$ cat src/rtl/access_arbiter_n.sv
// Round-robin access arbiter: N stations request (UID, function), each request is
// checked for duplicate identity and permission, and a grant is held for a fixed dwell.
// Optional audit counters are enabled by defining ACCESS_AUDIT_EN.
module access_arbiter_n #(
    parameter int N_STATIONS = 2,
    parameter int UID_W = 3,
    parameter int HOLD_CYCLES = 8,
    parameter logic [(2**UID_W)*7-1:0] PERM_TABLE = '1,
    localparam int STN_W = (N_STATIONS > 2) ? $clog2(N_STATIONS) : 1
) (
    input  logic                        clk_i,
    input  logic                        rst_i,
    input  logic [N_STATIONS-1:0]       req_i,
    input  logic [N_STATIONS*UID_W-1:0] uid_i,
    input  logic [N_STATIONS*3-1:0]     func_i,
    output logic [N_STATIONS-1:0]       ack_o,
    output logic                        gnt_valid_o,
    output logic [STN_W-1:0]            gnt_stn_o,
    output logic [UID_W-1:0]            gnt_uid_o,
    output logic [2:0]                  gnt_func_o,
    output logic                        deny_o,
    output logic [1:0]                  deny_code_o,
    output logic [7:0]                  deny_cnt_o,
    output logic [UID_W-1:0]            last_deny_uid_o
);

    typedef enum logic [1:0] {
        IDLE,
        EVAL,
        HOLD
    } state_t;

    localparam logic [7:0] HOLD_LOAD = 8'(HOLD_CYCLES - 1);

    state_t                  state_q, state_d;
    logic [STN_W-1:0]        ptr_q, ptr_d;
    logic [STN_W-1:0]        win_q, win_d;
    logic [UID_W-1:0]        uidLat_q, uidLat_d;
    logic [2:0]              funcLat_q, funcLat_d;
    logic [7:0]              cnt_q, cnt_d;
    logic [N_STATIONS-1:0]   arm_q, arm_d;
    logic [N_STATIONS-1:0]   ack_q, ack_d;
    logic                    gntValid_q, gntValid_d;
    logic [STN_W-1:0]        gntStn_q, gntStn_d;
    logic [UID_W-1:0]        gntUid_q, gntUid_d;
    logic [2:0]              gntFunc_q, gntFunc_d;
    logic                    deny_q, deny_d;
    logic [1:0]              denyCode_q, denyCode_d;

    logic [N_STATIONS-1:0]   pending;
    logic                    found;
    logic [STN_W-1:0]        winIdx;
    int                      searchIdx;
    logic [N_STATIONS-1:0]   dupMask;
    logic [N_STATIONS-1:0]   winOneHot;
    logic                    permOk;
    logic [STN_W-1:0]        ptrNext;

    // A station only counts once per REQ assertion: the arm bit re-opens on a sampled low.
    assign pending = req_i & arm_q;

    always_comb begin
        found     = 1'b0;
        winIdx    = '0;
        searchIdx = 0;
        for (int off = 0; off < N_STATIONS; off++) begin
            searchIdx = int'(ptr_q) + off;
            if (searchIdx >= N_STATIONS) begin
                searchIdx = searchIdx - N_STATIONS;
            end
            if (!found && pending[searchIdx[STN_W-1:0]]) begin
                found  = 1'b1;
                winIdx = searchIdx[STN_W-1:0];
            end
        end
    end

    // Duplicate check uses the live UIDs of the other pending stations at evaluation time.
    always_comb begin
        dupMask = '0;
        for (int j = 0; j < N_STATIONS; j++) begin
            if (j != int'(win_q) && pending[j] &&
                uid_i[j*UID_W +: UID_W] == uidLat_q) begin
                dupMask[j] = 1'b1;
            end
        end
    end

    always_comb begin
        permOk = 1'b0;
        if (funcLat_q != 3'd0) begin
            permOk = PERM_TABLE[int'(uidLat_q)*7 + int'(funcLat_q) - 1];
        end
    end

    assign winOneHot = {{(N_STATIONS-1){1'b0}}, 1'b1} << win_q;
    assign ptrNext   = (int'(win_q) == N_STATIONS - 1) ? '0 : win_q + STN_W'(1);

    always_comb begin
        state_d    = state_q;
        ptr_d      = ptr_q;
        win_d      = win_q;
        uidLat_d   = uidLat_q;
        funcLat_d  = funcLat_q;
        cnt_d      = cnt_q;
        ack_d      = '0;
        gntValid_d = gntValid_q;
        gntStn_d   = gntStn_q;
        gntUid_d   = gntUid_q;
        gntFunc_d  = gntFunc_q;
        deny_d     = 1'b0;
        denyCode_d = denyCode_q;
        case (state_q)
            IDLE: begin
                if (found) begin
                    win_d     = winIdx;
                    uidLat_d  = uid_i[int'(winIdx)*UID_W +: UID_W];
                    funcLat_d = func_i[int'(winIdx)*3 +: 3];
                    state_d   = EVAL;
                end
            end
            EVAL: begin
                ptr_d   = ptrNext;
                state_d = IDLE;
                if (|dupMask) begin
                    ack_d      = winOneHot | dupMask;
                    deny_d     = 1'b1;
                    denyCode_d = 2'b10;
                end else if (funcLat_q == 3'd0) begin
                    ack_d      = winOneHot;
                    deny_d     = 1'b1;
                    denyCode_d = 2'b11;
                end else if (!permOk) begin
                    ack_d      = winOneHot;
                    deny_d     = 1'b1;
                    denyCode_d = 2'b01;
                end else begin
                    ack_d      = winOneHot;
                    gntValid_d = 1'b1;
                    gntStn_d   = win_q;
                    gntUid_d   = uidLat_q;
                    gntFunc_d  = funcLat_q;
                    cnt_d      = HOLD_LOAD;
                    state_d    = HOLD;
                end
            end
            HOLD: begin
                if (cnt_q == 8'd0) begin
                    gntValid_d = 1'b0;
                    state_d    = IDLE;
                end else begin
                    cnt_d = cnt_q - 8'd1;
                end
            end
            default: state_d = IDLE;
        endcase
    end

    assign arm_d = (arm_q | ~req_i) & ~ack_d;

    always_ff @(posedge clk_i) begin
        if (rst_i) begin
            state_q    <= IDLE;
            ptr_q      <= '0;
            win_q      <= '0;
            uidLat_q   <= '0;
            funcLat_q  <= '0;
            cnt_q      <= '0;
            arm_q      <= '1;
            ack_q      <= '0;
            gntValid_q <= 1'b0;
            gntStn_q   <= '0;
            gntUid_q   <= '0;
            gntFunc_q  <= '0;
            deny_q     <= 1'b0;
            denyCode_q <= 2'b00;
        end else begin
            state_q    <= state_d;
            ptr_q      <= ptr_d;
            win_q      <= win_d;
            uidLat_q   <= uidLat_d;
            funcLat_q  <= funcLat_d;
            cnt_q      <= cnt_d;
            arm_q      <= arm_d;
            ack_q      <= ack_d;
            gntValid_q <= gntValid_d;
            gntStn_q   <= gntStn_d;
            gntUid_q   <= gntUid_d;
            gntFunc_q  <= gntFunc_d;
            deny_q     <= deny_d;
            denyCode_q <= denyCode_d;
        end
    end

    assign ack_o       = ack_q;
    assign gnt_valid_o = gntValid_q;
    assign gnt_stn_o   = gntStn_q;
    assign gnt_uid_o   = gntUid_q;
    assign gnt_func_o  = gntFunc_q;
    assign deny_o      = deny_q;
    assign deny_code_o = denyCode_q;

`ifdef ACCESS_AUDIT_EN
    logic [7:0]       denyCnt_q;
    logic [UID_W-1:0] lastDenyUid_q;

    // Audit registers update on the same edge that raises DENY so they are visible with it.
    always_ff @(posedge clk_i) begin
        if (rst_i) begin
            denyCnt_q     <= '0;
            lastDenyUid_q <= '0;
        end else if (deny_d) begin
            if (denyCnt_q != 8'hFF) begin
                denyCnt_q <= denyCnt_q + 8'd1;
            end
            lastDenyUid_q <= uidLat_q;
        end
    end

    assign deny_cnt_o      = denyCnt_q;
    assign last_deny_uid_o = lastDenyUid_q;
`else
    assign deny_cnt_o      = 8'd0;
    assign last_deny_uid_o = '0;
`endif

endmodule

$ cat config.mk
export PLATFORM = sky130hd
export DESIGN_NAME = access_arbiter_n
export DESIGN_NICKNAME = d
export VERILOG_FILES = /design/src/rtl/access_arbiter_n.sv
export SDC_FILE = /design/constraint.sdc
export NUM_CORES = 1
export LEC_CHECK = 0
export CORE_UTILIZATION = 25
export CTS_BUF_LIST = sky130_fd_sc_hd__clkbuf_16
export DETAILED_ROUTE_END_ITERATION = 7
export HOLD_SLACK_MARGIN = 0.1
export PLACE_DENSITY_LB_ADDON = 0.25
export SLEW_MARGIN = 20
export SYNTH_ARGS = -nofsm -noshare
export SYNTH_HDL_FRONTEND = slang
export SYNTH_SLANG_ARGS = --single-unit
$ cat constraint.sdc
create_clock -name clk_i -period 3.65 [get_ports clk_i]
set_input_delay 0.9125 -clock clk_i [delete_from_list [all_inputs] [get_ports clk_i]]
set_output_delay 0.9125 -clock clk_i [all_outputs]
set_load 0.005 [all_outputs]
* After elaboration in Yosys (flattened, before gate mapping)
Memory sizes are Yosys's and may differ from the RTL's. Cells that the tools add are included.
Cells by class: bitwise gates (word level) 10, shifts and indexed selects 3, $lt $le $gt $ge 5, multipliers 2, muxes and demuxes 40, equal/unequal tests 11, reduce and logical (&&, ||, !) cells 19, add/sub/neg operators 7
Operators with widths (count):
- 8-bit 2-to-1 mux | 4
- 6-bit by 32-bit indexed part select with 3-bit output | 1
- 1-bit 2-to-1 mux | 23
- 2-bit 2-to-1 mux | 10
- 8-bit one-hot mux with 2 select lines | 1
- 2-bit inequality test (second input constant) | 6
- 5-bit AND reduction | 2
- 8-bit logical NOT | 1
- 8-bit less-than comparator (second input constant) | 1
- 7-bit by 1-bit subtractor with 8-bit output (second input constant) | 1
- 8-bit by 1-bit subtractor with 8-bit output (second input constant) | 1
- 6-bit by 3-bit adder with 7-bit output | 1
- 3-bit == test | 2
- 3-bit by 3-bit multiplier with 6-bit output (second input constant) | 1
- 2-bit one-hot mux with 3 select lines | 1
- 2-bit AND reduction | 3
- 6-bit by 4-bit indexed part select with 3-bit output | 1
- 1-bit logical AND | 5
- 2-bit bitwise AND | 2
- 1-bit by 2-bit less-than comparator with 1-bit output (second input constant) | 2
- 1-bit NOT | 4
- 2-bit NOT | 2
- 2-bit OR | 2
- 4-bit AND reduction | 1
- 17 further kinds | 19
Storage, ports and cells: bits in read-only memories 64, register bits after elaboration 33, bits of input ports 16, output and inout port bits 24, memories kept 1
Memory list:
- (name not given) | depth 64, width 1, read ports 1, clocked after memory_dff 0, wr ports 0, line 92 | permOk = PERM_TABLE[int'(uidLat_q)*7 + int'(funcLat_q) - 1];

* Depth between registers and ports, before layout
Gate-level depths: netlist of the first run.
word-level depth 11, mapped depth 6

* Worst setup path before layout of the first run
Ideal clock, no wire load.
path type in2reg, from in uid_i[2], to reg cnt_q[7], stages on the path 5, arrival time 1936 ps, path slack 1597 ps, path buffers 1, cell sequence xor2_1 -> nor4_4 -> or3_1 -> buf_2 -> a41o_1
On the way: cells in the longest elaborated chain, start to end 6
RTL lines:
- start: declaration | line 14 | input logic [N_STATIONS*UID_W-1:0] uid_i,
- 3-bit == test | line 83 | uid_i[j*UID_W +: UID_W] == uidLat_q) begin
- 1-bit logical AND | line 82 | if (j != int'(win_q) && pending[j] &&
- 1-bit 2-to-1 mux | line 82
- 2-bit OR reduction | line 125 | if (|dupMask) begin
- 2-bit inequality test (no line)
- 5-bit AND reduction (no line)
- end signal: assignment | line 183 | cnt_q <= cnt_d;
- end: declaration | line 40 | logic [7:0] cnt_q, cnt_d;
Every way passes these cells. A chain may end at the register's enable or synchronous reset.

* Final worst setup path of the first run
from in rst_i, to reg cnt_q[3]
RTL lines:
- start: declaration | line 12 | input logic rst_i,
No word-level cell between the ends.

==> results of run 1 <==
[power by group through the flow]
| stage | Combinational [mW] | Sequential [mW] | Clock (mW) |
|---|---|---|---|
| 6_report | 0.232 | 0.432 | 0.470 |
| 5_1_grt | 0.260 | 0.439 | 0.501 |
| 4_1_cts | 0.235 | 0.433 | 0.482 |
| 3_5_place_dp | 0.234 | 0.440 | 0 |
| 3_3_place_gp | 0.235 | 0.441 | 0 |
| 2_1_floorplan | 0.172 | 0.433 | 0 |
[routing by layer]
metal	vias to the layer above	track usage, %	share of wire [%]
li1	661	-	-
met1	583	14.9	51
met2	31	16.8	43
met3	6	3.30	4.3
met4	0	6.21	1.8
met5	-	0	0
[critical path, cell delays in order]
cell and delay, ns:
clkdlybuf4s50_1 0.46, buf_4 0.27, clkinv_1 0.54, a41o_1 0.39
[cell type report]
type / count / area, sq um / area share, %
Inverter: 8 / 30.0 / 1.42
Clock inverter: 3 / 41.3 / 1.96
Clock buffer: 5 / 125 / 5.93
Sequential cell: 33 / 661 / 31.3
Tap cell: 77 / 96.3 / 4.57
Multi-Input combinational cell: 127 / 853 / 40.5
Timing Repair Buffer: 31 / 303 / 14.4
[cells in the final DEF (no fill, tap or decap), types with 2 or more instances in the layout]
cell / n
dfxtp_1: 33
clkdlybuf4s50_1: 28
nand2_1: 19
mux2i_1: 13
nor2_1: 11
conb_1: 11
a21oi_1: 10
a211oi_1: 8
inv_1: 7
xor2_1: 6
nor3_1: 5
clkbuf_16: 5
nand3_1: 4
o21a_1: 4
nand2b_1: 3
o31ai_1: 3
buf_4: 3
nor2b_1: 2
clkinv_1: 2
nand3b_1: 2
nor4_2: 2
or3_1: 2
a41o_1: 2
ha_1: 2
[stage by stage]
stage	worst slack (ns)	utilization, %	std cells
finish	1.23	33.4	284
global route	1.00	33.4	284
CTS	1.21	33.4	284
detailed placement	0.925	30.8	276
global placement	0.908	30.8	276
floorplan	1.60	-	187
[worst min-delay path by stage]
stage                     end  slack, ns  cells after the start
2_1_floorplan           ptr_q       0.44                      2
3_3_place_gp   deny_code_o[1]       0.44                      2
3_5_place_dp   deny_code_o[1]       0.44                      2
4_1_cts        deny_code_o[1]       0.45                      2
5_1_grt        deny_code_o[1]       0.48                      2
6_report       deny_code_o[1]       0.44                      2
[sequential cells by signal, indices dropped and copies added (netlist names), 2 cells and up]
name and cells:
cnt_q 8, ack_o 2, funcLat_q 3, deny_code_o 2, uidLat_q 3, gnt_func_o 3, arm_q 2, state_q 2
gnt_uid_o 3
[kinds of logic (layout without fill, tap and decap cells)]
| kind of cell | Yosys count | count (layout) | share of synthesized area [%] |
|---|---|---|---|
| muxes | 13 | 13 | 7.99 |
| AOI/OAI and AO/OA | 38 | 38 | 18.2 |
| other | 1 | 11 | 0.230 |
| buffers and inverters | 27 | 47 | 9.37 |
| adders and majority gates | 2 | 2 | 1.54 |
| xor gates and xnor gates | 6 | 6 | 3.23 |
| and+or+nand+nor | 57 | 57 | 18.9 |
| DFF | 33 | 33 | 40.6 |
==> results by group, run 1 <==
Status
  • Status: complete, no violations

Clock network
  • Skew-Pair Late Insertion Delay: ~0.28 ns
  • Root Buffer: clkbuf_16
  • Clk slew on worst S/H paths: 0.05 ns
  • Post-CTS sizing: 0
  • CTS tree: built
  • # H-tree levels: 2
  • CTS Buf Count: 5
  • Hold-fix buffers, CTS: 0
  • Post-CTS setup buffer count: 0
  • Clk sinks: 33
  • Clock buffer depth: 2

Logic synthesis
  • Synth Area per Inst: approximately 9.2 sq um
  • Biggest area consumer among synthesized cells: dfxtp_1
  • Post-Syn Area: approximately 1600 sq um
  • Post-synth EDFFs: 0
  • Top cells by count, synth: dfxtp_1, nand2_1, mux2i_1
  • Yosys warns: 0
  • Synth cell types: between 40 and 50
  • Synth Flop Type: dfxtp_1
  • Cells after Synth: 177
  • Most common cell in the netlist: dfxtp_1
  • Yosys top cell area share: 40.6%
  • Post-synthesis async set-or-reset flop share: 0%
  • Register area share after synthesis: just over 40%
  • Synth top area cells: dfxtp_1, mux2i_1, buf_4
  • Seq cells post-synth: 33

STA
  • Fin. Hold Viols: 0
  • Min Hold Slack: about 0.44 ns
  • Final setup violating endpoints: 0
  • Crit path time final: 2.42 ns
  • Post-route clock skew: roughly 0.0047 ns
  • Peak Freq: roughly 0.41 GHz
  • Tightest Pin Transition: around 0.86 ns
  • Final Cycle Share: between 60% and 70%
  • RSZ-0062 raised after global routing: false
  • Worst rel slew slack: ~43%
  • Setup TNS: 0 ns
  • Slew Limit Fails: 0

Job
  • Max-Cap Viols: 0

Placement
  • DP Area: around 2000 sq um
  • Post-DP HPWL: roughly 2.4 mm
  • Gpl congestion: slightly above 0.7
  • Port buffer count: 28

Routing
  • First-pass DRT Iterations: 4
  • DRC errors left: 0
  • Post-detailed-route count of antenna-violating nets: 0
  • Via density: 4.51
  • 1st-iter DRT viols: 88
  • DR vias: ~1300
  • Routed wire length: about 3.3 mm
  • Wire per inst: roughly 12 um

Die
  • Ports: 40
  • Die footprint: between 6000 and 7000 sq um
  • Die X: 82.7 um
  • # rows: 29
  • Initial cell density of the core: ~26%
  • Core Area: ~6300 sq um
  • Die H: between 80 and 90 um

Layout
  • Area grow syn2layout: 29.5%
  • Share of layout cells above drive strength 1: 8.70%
  • Nets@finish: ~220
  • Design area: 2110 sq um
  • Fillers: 665
  • Antenna cell count: 0

Hold path
  • Worst hold path class: reg -> reg
  • Hold path start: deny_code_o[1]

GRT
  • Gr usage total: between 10% and 20%
  • First-pass GRT wire length: approximately 5.7 mm
  • GRT Residual Overflow: 0
  • Largest net degree at the start of global routing: 26
  • Vias in the first global route: between 1000 and 1500
  • Antenna violations before repair: 0

Power and ir drop
  • Flop pwr share: between 30% and 40%
  • Max VDD drop: around 220 uV
  • Leak pwr: slightly above 0.8 nW
  • NetSw: between 300 and 400 uW
  • P_int: 829 uW
  • Clock group share of total power: a little over 40%
  • Switch share: between 20% and 30%
  • Comb pwr share: between 20 and 25%
  • Pwr Density: roughly 540 nW/um^2
  • Overall power: between 1 and 1.5 mW

Worst setup path
  • FF-to-FF setup slack: 1.87 ns
  • Crit path DAT: roughly 2.6 ns
  • Reg2reg end: cnt_q[3]
  • Worst R2R Start: cnt_q[0]
  • Required time worst endpoint: between 3 and 4 ns
  • Critical Path Fanout Max: 25
  • Setup crit start: rst_i
  • CP startpoint kind: input pin
  • Crit Path Class: in -> reg
  • FF-to-FF path depth: 6
  • Critical Path End: cnt_q[3]
  • Crit path capture type: register
Power figures use the tool's default switching activity.
==> run 2: changes to the inputs <==
==> constraint.sdc (replaced) <==
create_clock -name clk_i -period 2.4 [get_ports clk_i]
set_input_delay 0.6 -clock clk_i [delete_from_list [all_inputs] [get_ports clk_i]]
set_output_delay 0.6 -clock clk_i [all_outputs]
set_load 0.005 [all_outputs]
==> run 2 against run 1 <==
Sequential share of layout area fell by 0.85 points. Register-to-register slack got worse by 1.3 ns. First-iteration DRC count rose by 3.4%. Worst setup slack got worse by 1.0 ns. Flip-flop and latch count did not move. Clock power rose by 29%. Clock skew fell by 0.0020 ns.
==> results by group, run 2 (same netlist as run 1, synthesis figures left out) <==
Status
  • Status: complete, no violations (unchanged)

STA
  • Post-route clock skew: 0.00265 ns (was 0.00469 ns)
  • Min Hold Slack: 0.443 ns (was 0.445 ns)
  • Fin. Hold Viols: 0 (unchanged)
  • Setup ws final: 0.201 ns (was 1.23 ns)
  • Setup TNS: 0 ns (unchanged)
  • Slew Limit Fails: 0 (unchanged)
  • Final Cycle Share: between 90% and 100%
  • Peak Freq: 0.455 GHz
  • Crit path time final: approximately 2.2 ns
  • Tightest Pin Transition: 0.813 ns (was 0.858 ns)
  • Worst rel slew slack: 45.7% (was 42.7%)
  • Final setup violating endpoints: 0 (unchanged)
  • RSZ-0062 raised after global routing: false (unchanged)

Layout
  • Design area: 2170 sq um (was 2110 sq um)
  • Antenna cell count: 0 (unchanged)
  • Fin cells: 295 (was 284)
  • Most flops, register: cnt_q (unchanged)
  • Util after Layout: 34.3% (was 33.4%)
  • Max reg flops: 8 (unchanged)
  • Most common cell after layout, fill and taps aside: dfxtp_1 (unchanged)
  • Share of layout cells above drive strength 1: 13.3% (was 8.70%)
  • Area grow syn2layout: 33.1% (was 29.5%)
  • Nets@finish: 235 (was 224)
  • Commonest non-fill, non-tap cells in the layout: dfxtp_1, clkdlybuf4s50_1, nand2_1 (unchanged)

Clock network
  • Clk sinks: 33 (unchanged)
  • CTS Buf Count: 5 (unchanged)
  • Clock buffer depth: 2 (unchanged)
  • Root Buffer: clkbuf_16 (unchanged)
  • Post-CTS setup buffer count: 0 (unchanged)
  • Hold-fix buffers, CTS: 0 (unchanged)
  • Post-CTS sizing: 1 (was 0)
  • Skew-Pair Late Insertion Delay: 0.28 ns (about the same)
  • CTS tree: built (unchanged)
  • Clk slew on worst S/H paths: 0.05 ns (about the same)
  • # H-tree levels: 2 (unchanged)

Worst setup path
  • Crit Path Class: in -> reg (unchanged)
  • Bufs and invs on worst path: 2 (was 3)
  • Setup crit start: uid_i[2] (was rst_i)
  • CP startpoint kind: input pin (unchanged)
  • Required time worst endpoint: 2.57 ns (was 3.82 ns)
  • Worst R2R Start: cnt_q[0] (unchanged)
  • CP peak stage delay: 0.51 ns (was 0.54 ns)
  • Crit path DAT: 2.37 ns (was 2.59 ns)
  • Slowest-stage cell, CP: clkdlybuf4s50_1 (was clkinv_1)
  • Critical Path Fanout Max: 6 (was 25)
  • Worst path cell trace: clkdlybuf4s50_1 > xor2_1 > nor4_4 > buf_4 > or3_1 > a41o_1 (was clkdlybuf4s50_1 > buf_4 > clkinv_1 > a41o_1)
  • CP top delay family: buffers and inverters (unchanged)
  • Crit path capture type: register (unchanged)

Routing
  • Post-detailed-route count of antenna-violating nets: 0 (unchanged)
  • Via density: 4.50 (was 4.51)
  • Routed wire length: 3.58 mm (was 3.32 mm)
  • DR vias: 1327 (was 1281)
  • 1st-iter DRT viols: 91 (was 88)
  • DRC errors left: 0 (unchanged)
  • Wire per inst: 12.1 um (was 11.7 um)
  • First-pass DRT Iterations: 4 (unchanged)

Placement
  • Pre-CTS setup slack: -0.349 ns (was 0.925 ns)
  • Gpl congestion: 0.735 (was 0.715)
  • Post-DP HPWL: 2.64 mm (was 2.35 mm)
  • Port buffer count: 28 (unchanged)
  • # placed instances: 287 (was 276)
  • DP Area: 2030 sq um (was 1940 sq um)

Power and ir drop
  • Switch share: 28.8% (was 26.9%)
  • Overall power: 1.64 mW (was 1.13 mW)
  • Pwr Density: 758 nW/um^2 (was 538 nW/um^2)
  • Leak pwr: 0.879 nW (was 0.829 nW)
  • Max VDD drop: 369 uV (was 215 uV)
  • P_int: 1.17 mW (was 829 uW)
  • Clock group share of total power: 36.8% (was 41.4%)
  • NetSw: 473 uW (was 305 uW)
  • Comb pwr share: 23.4% (was 20.5%)
  • Flop pwr share: 39.8% (was 38.1%)

Job
  • Max-Cap Viols: 0 (unchanged)

Die
  • Die footprint: 6840 sq um (unchanged)
  • Die X: 82.7 um (unchanged)
  • Die H: 82.7 um (unchanged)
  • Initial cell density of the core: 25.8% (unchanged)
  • Ports: 40 (unchanged)
  • Core Area: 6310 sq um (unchanged)
  • # rows: 29 (unchanged)

Hold path
  • Hold path start: deny_code_o[1] (unchanged)
  • Worst hold path class: reg -> reg (unchanged)

GRT
  • Gr usage total: 12.3% (was 11.4%)
  • Vias in the first global route: 1291 (was 1205)
  • First-pass GRT wire length: 6.16 mm (was 5.71 mm)
  • Largest net degree at the start of global routing: 18 (was 26)
  • GRT Residual Overflow: 0 (unchanged)
  • Antenna violations before repair: 0 (unchanged)
## run 2: changes by cell type in the layout (fill, tap and decap cells not counted), sizes merged
cell / delta
buf: +11
clkinv: +2
bufinv: -1
clkinvlp: -1
## run 2: layout make-up
type	count	area, sq um
fill	679	4150
multi-input combinational	127	858
sequential	33	661
timing repair buffer	42	385
clock buffer	5	125
tap	77	96.3
inverter	8	30.0
clock inverter	3	12.5
## run 2: worst min-delay path, delay by kind of cell (launching register included)
family                 cells  cell delay, ns
flip-flops                 1            0.30
buffers and inverters      1            0.05
AO/OA/AOI/OAI              1            0.05
## run 2: final timing paths
check              endpoint  slack (ns)  depth (start not counted)
min reg2reg  deny_code_o[1]        0.44                          2
min          deny_code_o[1]        0.44                          2
max                cnt_q[7]        0.20                          6
max reg2reg        cnt_q[3]        0.61                          6
## run 2: metal layers
layer  track usage (%)  share of wire (%)
met1              15.1                 47
met2              19.8                 47
met3              3.30                3.9
met4              5.69                1.9
met5                 0                  0
## run 2: power groups by stage
stage	clock network (mW)	registers (mW)	logic (mW)
floorplan	0	0.659	0.262
global placement	0	0.667	0.384
detailed placement	0	0.666	0.388
CTS	0.624	0.655	0.391
global route	0.648	0.664	0.431
finish	0.606	0.654	0.384
